## src/rtl/proc_pkg.sv

```systemverilog
// Shared processor definitions: sequencer state encoding and default widths
// reused by the instruction ROM, decode and the program counter sequencer.
package proc_pkg;

    localparam int unsigned PC_W  = 10;
    localparam int unsigned CNT_W = 16;

    typedef enum logic [1:0] {
        S_IDLE = 2'd0,
        S_RUN  = 2'd1,
        S_DONE = 2'd2
    } seq_state_t;

endpackage

```

## src/rtl/sat_counter.sv

```systemverilog
// Generic saturating up-counter with synchronous clear (priority) and enable.
module sat_counter #(
    parameter int unsigned W = 16
) (
    input  logic         clk,
    input  logic         rst_n,
    input  logic         i_clr,
    input  logic         i_en,
    output logic [W-1:0] o_count
);

    logic [W-1:0] r_count;

    // Clear wins over enable; counting stops once every bit is set.
    always_ff @(posedge clk or negedge rst_n) begin
        if (!rst_n) begin
            r_count <= '0;
        end else if (i_clr) begin
            r_count <= '0;
        end else if (i_en && (r_count != '1)) begin
            r_count <= r_count + 1'b1;
        end
    end

    assign o_count = r_count;

endmodule

```

## src/rtl/pc_sequencer.sv

```systemverilog
// Program counter and IDLE/RUN/DONE sequencer feeding the instruction ROM.
// A req pulse starts (or restarts) the program at address 0; halt, stall and
// branch requests from decode steer the pc; stepping past LAST_PC ends the run.
module pc_sequencer #(
    parameter int unsigned PC_W    = proc_pkg::PC_W,
    parameter int unsigned LAST_PC = 1023,
    parameter int unsigned CNT_W   = proc_pkg::CNT_W
) (
    input  logic             clk,
    input  logic             reset,
    input  logic             req,
    input  logic             halt,
    input  logic             branch_taken,
    input  logic [PC_W-1:0]  branch_target,
    input  logic             stall,
    output logic [PC_W-1:0]  pc,
    output logic             run,
    output logic             done,
    output logic [CNT_W-1:0] cycle_count
);

    import proc_pkg::*;

    localparam logic [PC_W-1:0] LAST_ADDR = PC_W'(LAST_PC);

    seq_state_t       r_state;
    logic [PC_W-1:0]  r_pc;
    logic             r_run;
    logic             r_done;
    logic             w_cnt_clr;
    logic             w_cnt_en;
    logic [CNT_W-1:0] w_count;

    // A sampled req restarts from any state, so it always zeroes the count.
    assign w_cnt_clr = req;
    assign w_cnt_en  = (r_state == S_RUN);

    sat_counter #(
        .W (CNT_W)
    ) u_cycle_cnt (
        .clk     (clk),
        .rst_n   (reset),
        .i_clr   (w_cnt_clr),
        .i_en    (w_cnt_en),
        .o_count (w_count)
    );

    // Sequencer FSM with registered run/done and pc; priority in RUN is
    // req > halt > stall > branch > sequential step.
    always_ff @(posedge clk or negedge reset) begin
        if (!reset) begin
            r_state <= S_IDLE;
            r_pc    <= '0;
            r_run   <= 1'b0;
            r_done  <= 1'b0;
        end else begin
            case (r_state)
                S_IDLE: begin
                    if (req) begin
                        r_state <= S_RUN;
                        r_pc    <= '0;
                        r_run   <= 1'b1;
                        r_done  <= 1'b0;
                    end
                end
                S_RUN: begin
                    if (req) begin
                        r_pc <= '0;
                    end else if (halt) begin
                        r_state <= S_DONE;
                        r_run   <= 1'b0;
                        r_done  <= 1'b1;
                    end else if (stall) begin
                        r_pc <= r_pc;
                    end else if (branch_taken) begin
                        r_pc <= branch_target;
                    end else if (r_pc == LAST_ADDR) begin
                        r_state <= S_DONE;
                        r_run   <= 1'b0;
                        r_done  <= 1'b1;
                    end else begin
                        r_pc <= r_pc + 1'b1;
                    end
                end
                S_DONE: begin
                    if (req) begin
                        r_state <= S_RUN;
                        r_pc    <= '0;
                        r_run   <= 1'b1;
                        r_done  <= 1'b0;
                    end
                end
                default: begin
                    r_state <= S_IDLE;
                    r_pc    <= '0;
                    r_run   <= 1'b0;
                    r_done  <= 1'b0;
                end
            endcase
        end
    end

    assign pc          = r_pc;
    assign run         = r_run;
    assign done        = r_done;
    assign cycle_count = w_count;

endmodule

```

## config.mk

```make
export PLATFORM = sky130hd
export DESIGN_NAME = pc_sequencer
export DESIGN_NICKNAME = d
export VERILOG_FILES = /design/src/rtl/proc_pkg.sv /design/src/rtl/sat_counter.sv /design/src/rtl/pc_sequencer.sv
export SDC_FILE = /design/constraint.sdc
export NUM_CORES = 1
export LEC_CHECK = 0
export CAP_MARGIN = 20
export CORE_MARGIN = 5
export CORE_UTILIZATION = 35
export DETAILED_ROUTE_END_ITERATION = 16
export PLACE_DENSITY_LB_ADDON = 0.08
export SLEW_MARGIN = 30
export SYNTH_ARGS = -nofsm -noshare
export SYNTH_HDL_FRONTEND = slang
export SYNTH_SLANG_ARGS = --single-unit
export TNS_END_PERCENT = 50
```

## constraint.sdc

```tcl
create_clock -name clk -period 2.54 [get_ports clk]
set_clock_uncertainty 0.15 [all_clocks]
set_input_delay 0.381 -clock clk [delete_from_list [all_inputs] [get_ports clk]]
set_output_delay 0.381 -clock clk [all_outputs]
set_load 0.1 [all_outputs]
```

Word level (Yosys, flattened, before mapping)
Cells that the tools add are included.
{ "totals": {"register_bits": 30, "inputBits": 16, "out_inout_bits": 28, "word_cells": 55} }
{ "op_classes": {"n_addsub": 2, "n_eq_ne": 12, "muxes": 30, "n_reduce_logical": 6} }
{ "ops": {"columns": ["cell", "count"], "rows": [
  ["$mux 10", 6],
  ["$mux 16", 2],
  ["$pmux 10 s2", 1],
  ["$add 16x1->16 const B", 1],
  ["$ne 16x16->1 const B", 1],
  ["$ne 3x3->1 const B", 5],
  ["$mux 1", 12],
  ["$mux 2", 6],
  ["$add 10x1->10 const B", 1],
  ["$eq 10x10->1 const B", 1],
  ["$reduce_and 5->1", 1],
  ["$ne 4x4->1 const B", 1],
  ["$pmux 1 s2", 2],
  ["$pmux 2 s2", 1],
  ["$reduce_and 4->1", 1],
  ["$eq 2x1->1 const B", 1],
  ["$eq 2x2->1 const B", 1],
  ["$logic_not 2->1", 1],
  ["$ne 2x1->1 const B", 1],
  ["$ne 2x2->1 const B", 1],
  ["$reduce_bool 2->1", 1],
  ["$reduce_or 2->1", 1],
  ["$logic_and 1x1->1", 1]
]} }

Longest topological paths before layout
{ "logic_depth": {"depth_word": 7, "depth_mapped": 7} }

By module
Synthesis repeated with hierarchy kept, for this count alone.
{ "unflattened": {"cells_unflattened": 198, "area_unflattened_um2": 1853.0} }
{ "by_module_without_submodules": {"columns": ["module", "instances", "cells_each", "area_per_inst_um2", "seq_area_each_um2"], "rows": [
  ["sat_counter", 1, 94, 930.9, 400.4],
  ["pc_sequencer", 1, 104, 922.1, 325.3]
]} }

Least setup slack after synthesis
OpenSTA, ideal clock, no wires.
{ "synth_path": {"path_kind": "register to register", "start": "register u_cycle_cnt.r_count[0] (netlist: u_cycle_cnt.o_count[0])", "end": "register u_cycle_cnt.r_count[14] (netlist: u_cycle_cnt.o_count[14])", "setup_ns": 0.078, "arrival_time_ns": 2.557, "path_slack_ns": -0.245, "stages_incl_launch_ff": 6, "synth_period_minus_slack_ns": 2.785, "path_cell_list": "dfrtp_1 -> ha_1 -> nand4_4 -> or4_4 -> or4_1 -> a21oi_1"} }
{ "synth_via": {"elab_chain_len": 3} }
{ "synth_rtl": {"columns": ["item", "line_no", "rtl"], "rows": [
  ["start: declaration", "sat_counter.sv:12", "logic [W-1:0] r_count;"],
  ["start signal: assignment", "sat_counter.sv:21", "r_count <= r_count + 1'b1;"],
  ["$add 16x1->16 or $ne 16x16->1 (tied branches)", "sat_counter.sv:21, sat_counter.sv:20", null],
  ["$mux 16 or $logic_and 1x1->1 (tied branches)", "sat_counter.sv:20", "end else if (i_en && (r_count != '1)) begin"],
  ["$mux 16 or $reduce_bool 2->1 (tied branches)", null, null]
]} }
Parallel ways exist; a longest one is shown, timed or not. The select of a mux whose other input is x is not followed.
A chain may end at the register's enable or synchronous reset.

Worst setup path in the final report
Ends and elaborated chain as after synthesis.

==> results.md <==
* buffer cell driving the clock tree root: clkbuf_8
* run status: finished clean
* clock-pin slew reported for the worst setup and hold paths after clock tree synthesis: 100 ps
* Slew headroom: 67.1%
* starting utilization of the core area: 36.8%
* commonest register cell after synthesis: dfrtp_1
* max-slew violation count: 0
* crit path kind: reg2reg
* number of hold buffers added after CTS: 0
* clock net sink count: 28
* GRT Resource Usage Total: 15.8%
* family with the most delay on the worst path: simple AND/OR/NAND/NOR gates
* Routed WL: 4890 µm
* via total after detailed routing: 1787
* count of filler cells inserted in the layout: 494
* final setup violation count: 0
* antenna violations before repair: 0
* crit-path max cell delay: 560 ps
* Worst Path Max Fanout: 6
* setup TNS: 0 ps
* area of all placed cells without fillers: 0.00233 mm²
* Post-synth ARST share: 100%
* I/O Pins: 44
* total nets after synthesis: 221
* Die Wd: 81.1 µm
* overflow left after global routing: 0
* count of buffering cells on the critical path with inverters included: 0
* Floorplan Core Area: 0.00482 mm²
* count of buffers inserted at the top-level ports: 43
* number of max-cap violations: 0
* H-tree levels: 1
* Seq/Total Area, Yosys: 39.6%
* area growth from synthesis to layout: 31.4%
* final routed DRC violation total: 0
* first-pass GRT wire length: 8290 µm
* worst-path cell chain: ha_1 > nand4_4 > or4_4 > or4_1 > a21oi_1
* Worst EP required: 2600 ps
* cell count after synthesis: 203
* number of distinct library cell variants in the gate-level netlist after synthesis: 49
* deepest clock path buffer count: 2
* HP Class: in2async
* Leakage Power: 0.870 nW
* Net count, final: 270
* Final min period: 2170 ps
* arrival time at the worst endpoint: 2230 ps
* DRT Pass-1 Iters: 4
* Resized Gates After CTS: 0
* DP Wirelength: 3600 µm
* area enclosed by the die boundary: 0.00658 mm²
* highest clock frequency the design can meet: 0.460 GHz
* latest clock arrival within the worst-skew pair: 280 ps
* Row Count: 25
* maximum VDD drop: 0.000209 V
* post-CTS setup-driven buffer insertion count: 0
* synthesized area per cell: 8.72 µm²
* post-route antenna net violation count: 0
* gpl congestion: 0.840
* Power per Cell Area: 473 mW/mm²
* library cell contributing the largest single delay on the critical path: or4_4
* total standard cell area after synthesis: 0.00177 mm²
* number of enable flip-flop cells after synthesis: 0
* total CTS buffers: 3
* crit path capture type: register
* kind of start point of the critical path: register
* antenna fix cells: 0
* unrepaired setup endpoints after global routing: no
* area occupied by multi-input gates: 0.00101 mm²
* Initial DRC Count: 72
* number of synthesized register bits: 28
* placed standard-cell area: 0.00228 mm²
* share of cells above drive strength 1: 27.5%
* total number of yosys warnings: 0
* CTS tree: built
* largest net degree at the start of global routing: 29
* final hold violation count: 0
* via-per-instance ratio: 5.62
* actual slew at the worst max-slew pin: 493 ps
* vias in the first global route: 1677
* Chip Height: 81.1 µm
* fraction of the cycle the final worst path needs: 85.5%
* detail-routed net length per standard cell: 15.4 µm
* area occupied by registers: 722 µm²
-- area by class of cell --
type                    count  share of cell area, %
inverters                   7                   1.13
well taps                  67                   3.60
flip-flops and latches     28                   31.0
clock buffers               4                   1.94
multi-input cells         158                   43.2
repair buffers             54                   19.0
-- cell usage in the layout (no fill, tap or decap), types with 2 or more instances in the layout --
cell	count
buf_4	39
a21oi_1	24
dfrtp_2	17
nand2_1	15
clkdlybuf4s50_1	15
o31ai_1	13
nand3_1	12
o21ai_0	12
dfrtp_1	11
or4_1	9
nor3_1	8
inv_1	7
nand4_1	6
or3_1	6
nor2_1	5
nor2b_1	4
nor4_1	3
clkbuf_8	3
nor4_2	2
a31oi_1	2
o2bb2ai_1	2
or4_4	2
o21a_1	2
nor3b_1	2
o21ai_1	2
o41ai_1	2
ha_1	2
-- flip-flops by register name, indices dropped and copies added (netlist names) --
| name | cells |
|---|---|
| u_cycle_cnt.o_count | 16 |
| pc | 10 |
| r_state | 1 |
| run | 1 |
-- through the flow --
stage          setup WS (ps)  power [mW]  std cells  utilization [%]  hold WS, ps
4_1_cts                  357        1.11        318             48.3          337
6_report                 368        1.10        318             48.3          326
5_1_grt                  268        1.15        318             48.3          370
2_1_floorplan           9.99       0.741        203                -        -64.6
3_3_place_gp             196       0.854        314             47.4          417
3_5_place_dp             144       0.853        314             47.4          411
-- cell usage after synthesis, types with 2 or more instances --
| library cell | n | share of area (%) |
|---|---|---|
| o21ai_0 | 12 | 3.4 |
| o41ai_1 | 2 | 0.99 |
| or4_1 | 9 | 3.8 |
| nand3_1 | 12 | 3.4 |
| nor2b_1 | 4 | 1.4 |
| nor4_1 | 4 | 1.4 |
| or4_4 | 2 | 1.3 |
| nor3b_1 | 2 | 0.85 |
| clkbuf_1 | 7 | 1.5 |
| o2bb2ai_1 | 2 | 0.99 |
| buf_2 | 2 | 0.57 |
| ha_1 | 2 | 1.4 |
| nor3_1 | 8 | 2.3 |
| nand2_1 | 15 | 3.2 |
| nand4_1 | 6 | 2.1 |
| o31ai_1 | 13 | 5.5 |
| dfrtp_1 | 28 | 40 |
| a21oi_1 | 24 | 6.8 |
| inv_1 | 7 | 1.5 |
| o21a_1 | 2 | 0.85 |
| nor2_1 | 5 | 1.1 |
| or3_1 | 6 | 2.1 |
| o21ai_1 | 2 | 0.57 |
| a31oi_1 | 2 | 0.71 |
-- path summary, 6_finish.rpt --
kind                            cells after the start                       to  slack (ps)              startpoint
max in group asynchronous                           2                    pc[3]        1610                   reset
worst min-delay path                                2   u_cycle_cnt.o_count[9]         330                   reset
worst max-delay path                                5  u_cycle_cnt.o_count[14]         370  u_cycle_cnt.o_count[0]
worst max register to register                      5  u_cycle_cnt.o_count[14]         370  u_cycle_cnt.o_count[0]
worst min register to register                      2                    pc[1]         430                   pc[1]
min in group clk                                    2                    pc[1]         430                   pc[1]
-- metal layers --
| layer | part of all wire, % | track usage (%) | vias to the layer above |
|---|---|---|---|
| li1 | - | - | 893 |
| met5 | 0 | 0 | - |
| met3 | 5.0 | 2.33 | 6 |
| met1 | 46 | 22.0 | 840 |
| met4 | 1.1 | 4.56 | 0 |
| met2 | 48 | 25.5 | 48 |
-- where the power goes --
part,total (mW),internal [mW],switching (mW)
Combinational,0.340,0.0941,0.246
Sequential,0.503,0.469,0.0334
Clock,0.257,0.113,0.144
Total,1.10,0.676,0.423
-- cell families after synthesis --
family	Yosys count	synth area share, %
mux	2	1.20
flops	28	39.6
buf+inv	17	3.96
simple gates	87	30.5
fa+ha+maj	2	1.41
compound gates	67	23.3
Note: power is estimated with default switching activity, not from simulation.
